--- src/rtl/wb_simple_bridge.sv ---
// Wishbone B3 (OR1K-style) master port to simple cs/ack memory bus bridge.
// Supports incrementing/wrapping bursts, slave timeout with bus error, and abandoned cycles.
module wb_simple_bridge #(
    parameter int unsigned AW       = 24,
    parameter int unsigned DW       = 32,
    parameter int unsigned TIMEOUT  = 255,
    parameter bit          BURST_EN = 1'b1
) (
    input  logic            clk,
    input  logic            rst_n,
    input  logic [31:0]     wb_adr_i,
    input  logic [DW-1:0]   wb_dat_i,
    input  logic [DW/8-1:0] wb_sel_i,
    input  logic            wb_we_i,
    input  logic            wb_cyc_i,
    input  logic            wb_stb_i,
    input  logic [2:0]      wb_cti_i,
    input  logic [1:0]      wb_bte_i,
    output logic [DW-1:0]   wb_dat_o,
    output logic            wb_ack_o,
    output logic            wb_err_o,
    output logic            cs,
    output logic            we,
    output logic [DW/8-1:0] sel,
    output logic [AW-1:0]   adr,
    output logic [DW-1:0]   dat_w,
    input  logic [DW-1:0]   dat_r,
    input  logic            ack
);

    localparam int unsigned    SW      = DW / 8;
    localparam int unsigned    CW      = (TIMEOUT > 0) ? $clog2(TIMEOUT + 1) : 1;
    localparam logic [31:0]    BEAT    = 32'(SW);
    localparam logic [CW-1:0]  TO_LAST = (TIMEOUT > 0) ? CW'(TIMEOUT - 1) : '0;

    typedef enum logic [1:0] {StIdle, StReq, StResp, StDrain} state_e;

    state_e          state_q, state_d;
    logic [31:0]     adr_q, adr_d;
    logic            we_q, we_d;
    logic [SW-1:0]   sel_q, sel_d;
    logic [DW-1:0]   dat_w_q, dat_w_d;
    logic [2:0]      cti_q, cti_d;
    logic [1:0]      bte_q, bte_d;
    logic            burst_q, burst_d;
    logic [CW-1:0]   cnt_q, cnt_d;
    logic [DW-1:0]   wb_dat_q, wb_dat_d;
    logic            ack_q, ack_d;
    logic            err_q, err_d;
    logic            cs_q, cs_d;

    logic            timeout_hit;
    logic [31:0]     adr_inc;
    logic [31:0]     wrap_mask;
    logic [31:0]     next_adr;

    assign timeout_hit = (TIMEOUT != 0) && (cnt_q == TO_LAST);

    // Wrapping keeps the bits above the wrap boundary; linear lets the carry propagate.
    always_comb begin
        adr_inc = adr_q + BEAT;
        case (bte_q)
            2'b01:   wrap_mask = (BEAT << 2) - 32'd1;
            2'b10:   wrap_mask = (BEAT << 3) - 32'd1;
            2'b11:   wrap_mask = (BEAT << 4) - 32'd1;
            default: wrap_mask = 32'hFFFF_FFFF;
        endcase
        next_adr = (adr_q & ~wrap_mask) | (adr_inc & wrap_mask);
    end

    always_comb begin
        state_d  = state_q;
        adr_d    = adr_q;
        we_d     = we_q;
        sel_d    = sel_q;
        dat_w_d  = dat_w_q;
        cti_d    = cti_q;
        bte_d    = bte_q;
        burst_d  = burst_q;
        cnt_d    = cnt_q;
        wb_dat_d = wb_dat_q;
        ack_d    = 1'b0;
        err_d    = 1'b0;
        unique case (state_q)
            StIdle: begin
                if (wb_cyc_i && wb_stb_i) begin
                    state_d = StReq;
                    adr_d   = wb_adr_i;
                    we_d    = wb_we_i;
                    sel_d   = wb_sel_i;
                    dat_w_d = wb_dat_i;
                    cti_d   = wb_cti_i;
                    bte_d   = wb_bte_i;
                    burst_d = BURST_EN && (wb_cti_i == 3'b010);
                    cnt_d   = '0;
                end
            end
            StReq: begin
                cnt_d = cnt_q + 1'b1;
                if (!wb_cyc_i) begin
                    // Master gave up: the slave access still has to finish silently.
                    state_d = (ack || timeout_hit) ? StIdle : StDrain;
                end else if (ack) begin
                    state_d  = StResp;
                    wb_dat_d = dat_r;
                    ack_d    = 1'b1;
                end else if (timeout_hit) begin
                    state_d = StResp;
                    err_d   = 1'b1;
                end
            end
            StResp: begin
                if (burst_q && !err_q && (cti_q != 3'b111) && wb_cyc_i && wb_stb_i) begin
                    state_d = StReq;
                    adr_d   = next_adr;
                    dat_w_d = wb_dat_i;
                    cti_d   = wb_cti_i;
                    cnt_d   = '0;
                end else begin
                    state_d = StIdle;
                end
            end
            StDrain: begin
                cnt_d = cnt_q + 1'b1;
                if (ack || timeout_hit) begin
                    state_d = StIdle;
                end
            end
            default: state_d = StIdle;
        endcase
        cs_d = (state_d == StReq) || (state_d == StDrain);
    end

    always_ff @(posedge clk or negedge rst_n) begin
        if (!rst_n) begin
            state_q  <= StIdle;
            adr_q    <= '0;
            we_q     <= 1'b0;
            sel_q    <= '0;
            dat_w_q  <= '0;
            cti_q    <= '0;
            bte_q    <= '0;
            burst_q  <= 1'b0;
            cnt_q    <= '0;
            wb_dat_q <= '0;
            ack_q    <= 1'b0;
            err_q    <= 1'b0;
            cs_q     <= 1'b0;
        end else begin
            state_q  <= state_d;
            adr_q    <= adr_d;
            we_q     <= we_d;
            sel_q    <= sel_d;
            dat_w_q  <= dat_w_d;
            cti_q    <= cti_d;
            bte_q    <= bte_d;
            burst_q  <= burst_d;
            cnt_q    <= cnt_d;
            wb_dat_q <= wb_dat_d;
            ack_q    <= ack_d;
            err_q    <= err_d;
            cs_q     <= cs_d;
        end
    end

    assign cs       = cs_q;
    assign we       = we_q;
    assign sel      = sel_q;
    assign adr      = adr_q[AW-1:0];
    assign dat_w    = dat_w_q;
    assign wb_dat_o = wb_dat_q;
    assign wb_ack_o = ack_q;
    assign wb_err_o = err_q;

endmodule

--- config.mk ---
export PLATFORM = sky130hd
export DESIGN_NAME = wb_simple_bridge
export DESIGN_NICKNAME = d
export VERILOG_FILES = /design/src/rtl/wb_simple_bridge.sv
export SDC_FILE = /design/constraint.sdc
export NUM_CORES = 1
export LEC_CHECK = 0
export ABC_AREA = 1
export BUFFER_PORTS_ARGS = -buffer_cell sky130_fd_sc_hd__buf_2
export CAP_MARGIN = 20
export CORE_ASPECT_RATIO = 0.75
export CORE_MARGIN = 4
export CORE_UTILIZATION = 38
export CTS_CLUSTER_DIAMETER = 50
export DETAILED_ROUTE_END_ITERATION = 7
export PLACE_DENSITY = 0.65
export SYNTH_ARGS = -nofsm -noshare
export SYNTH_HDL_FRONTEND = slang
export SYNTH_SLANG_ARGS = --single-unit
--- constraint.sdc ---
create_clock -name clk -period 1.9 [get_ports clk]
set_clock_uncertainty 0.2 [all_clocks]
set_input_delay 0.38 -clock clk [delete_from_list [all_inputs] [get_ports clk]]
set_output_delay 0.38 -clock clk [all_outputs]
set_load 0.01 [all_outputs]
==> results.md <==
* Outcome: finished clean
* Share of the synthesized area in the top cell type at 54.2%
* Setup slack after placement at around 110 ps
* R2R Setup Slk at 150 ps
* Reg2Reg Depth at 7
* Post-synthesis sequential area ratio at 54.2%
* Most frequent cells in the layout: nand2_1, buf_2, dfrtp_1
* Min-delay src: dat_r[18]
* Minimum clock period at 1750 ps
* Final Hold Fails at 0
* MaxCap Viol Count at 0
* CTS max path bufs at 2
* Htree depth at 3
* Initial antenna violation count at 1
* Worst-skew pair later-pin latency at 350 ps
* RSZ-0062 raised after global routing: false
* Layout area overhead at 32.0%
* Antenna viol nets, final at 0
* Yosys top cell by area: dfrtp_1
* Vias post-DR at 4786
* Max-slew violation count at 0
* Layout cells sized above 1 at 28.9%
* CTS Buf Count at 9
* Setup WS post-layout at about 150 ps
* Synth Cell Area at 5170 sq um
* CTS root buf: clkbuf_16
* Final worst path period share at 92.1%
* TNS Setup at 0 ps
* Top post-synthesis cells by area: dfrtp_1, nand2_1, nor2_1
* GR Layer Usage met1 at 25.7%
* Cell Rows at 36
* Die Height at between 100 and 150 microns
* Worst reg2reg path startpoint: state_q[0]
* Met3 Track Usage GR at 4.95%
* Area of the core at 13200 sq um
* Gr ovfl total at 0
* DP HPWL at between 10000 and 15000 microns
* Slew @ Worst Pin at 513 ps
* Avg Cell Area, Syn at 7.82 sq um
* Worst Hold Class: input pin to register
* Pwr/cell area at 1490 nW/um^2
* Syn Inst Count at approximately 660
* CTS clk-pin slew, worst paths at 80 ps
* DIE AREA at approximately 16000 sq um
* Fmax at 572 MHz
* CP Launch Type: register
* Critical Path Fanout Max at 15
* GRT Overall Usage at 17.8%
* Global routing's busiest layer: met2
* CTS sink cnt at between 100 and 150
* Post-synth net total at 777
* Peak supply drop at around 740 uV
* GP Congestion at 0.854
* Die Wd at 143 microns
* Net count, final at roughly 1000
* Yosys warns at 0
* Post-CTS setup buffer count at 0
* Critical path capture point type: register
* First-pass iteration count of the detailed router at 4
* CP Data Arrival Time at 1780 ps
* Initial Util at 39.3%
* DR DRC count at 0
* Largest net degree at the start of global routing at 33
* Worst EP required at 1930 ps
* Wirelength per Cell at approximately 13 microns
* Global-route wire length before repair at 22300 microns
* Hold endpoint: wb_dat_o[18]
* Vias in the first global route at around 4500
* Slew margin rel. at 65.8%
* Drt initial violations at 293
* Post-layout util at 51.9%
* Hold Crit Depth at 3
* DR vias/cell at roughly 4.6
* Port Buffers at 198
* WL final at 13800 microns
* Critical Setup Path Class: register to register
* Endpoints failing setup at 0
* Num ports at 207
* Netlist cell types at 29
* Static leakage at 0.00382 uW
* Most common cell after layout, fill and taps aside: nand2_1
* Met2 Track Usage GR at 26.5%
* CTS tree: yes
* Seq cells post-synth at 112
-- logic make-up after synthesis --
logic type | count (synthesis) | synth area share [%]
compound gates | 57 | 5.95
xor+xnor | 7 | 1.19
fa+ha+maj | 5 | 1.21
buf+inv | 71 | 5.81
flops | 112 | 54.2
simple gates | 409 | 31.6
-- stage by stage --
step	power [uW]	area [sq um]	hold slack, ps	cells
floorplan	6480	5170	-116	661
global placement	8230	6480	125	1029
detailed placement	8330	6480	133	1029
CTS	10300	6800	6.41	1047
global route	11000	6820	9.21	1048
finish	10100	6820	21.0	1048
-- metal layers --
metal	vias to the layer above	wire length, microns
li1	2466	-
met3	18	1100
met1	2147	6570
met4	0	220
met2	155	5950
met5	-	0
-- area by class of cell --
| class | instances | area [sq um] |
|---|---|---|
| Multi-Input combinational cell | 478 | 2080 |
| Antenna cell | 1 | 2.50 |
| Fill cell | 1305 | 6330 |
| Clock inverter | 7 | 72.6 |
| Tap cell | 171 | 214 |
| Clock buffer | 9 | 225 |
| Inverter | 49 | 184 |
| Sequential cell | 112 | 2800 |
| Timing Repair Buffer | 221 | 1240 |
-- synthesized netlist by cell type (all sizes together) --
cell	number
o31ai	1
xnor2	2
buf	18
a31oi	1
dfrtp	112
nor3	2
xor2	5
clkbuf	4
ha	5
or2	1
a21oi	23
o22ai	1
o32ai	2
nand4	9
nand2	317
nand3	23
o21ai	25
nor2	57
o21bai	4
inv	49
-- worst max path at each step --
stage                     from       end  slack (ps)  depth (start not counted)
floorplan             adr_q[2]  register         270                          8
global placement    state_q[0]  register         130                          7
detailed placement  state_q[0]  register         110                          9
CTS                 state_q[0]  register          90                          9
global route        state_q[0]  register          10                          9
finish              state_q[0]  register         150                          7
-- repair_timing --
| action | CTS | global route |
|---|---|---|
| hold endpoints to repair | 22 | 0 |
| setup endpoints to repair | 0 | 9 |
| hold buffers | 2 | 0 |
| resized for setup | 0 | 6 |
-- critical path: stages, from the launching register on --
cell and delay, ps:
dfrtp_2 480, nor2_8 180, nand4_1 130, nand2_2 170
nand2_4 80, buf_12 150, nor2_1 140, a21oi_1 90
-- power breakdown --
| part | internal (uW) | switching (uW) | leakage, uW |
|---|---|---|---|
| Combinational | 1620 | 2350 | 0.00229 |
| Clock | 933 | 950 | 0.000148 |
| Sequential | 3470 | 823 | 0.00139 |
No activity file was read; power rests on OpenSTA's default activity.
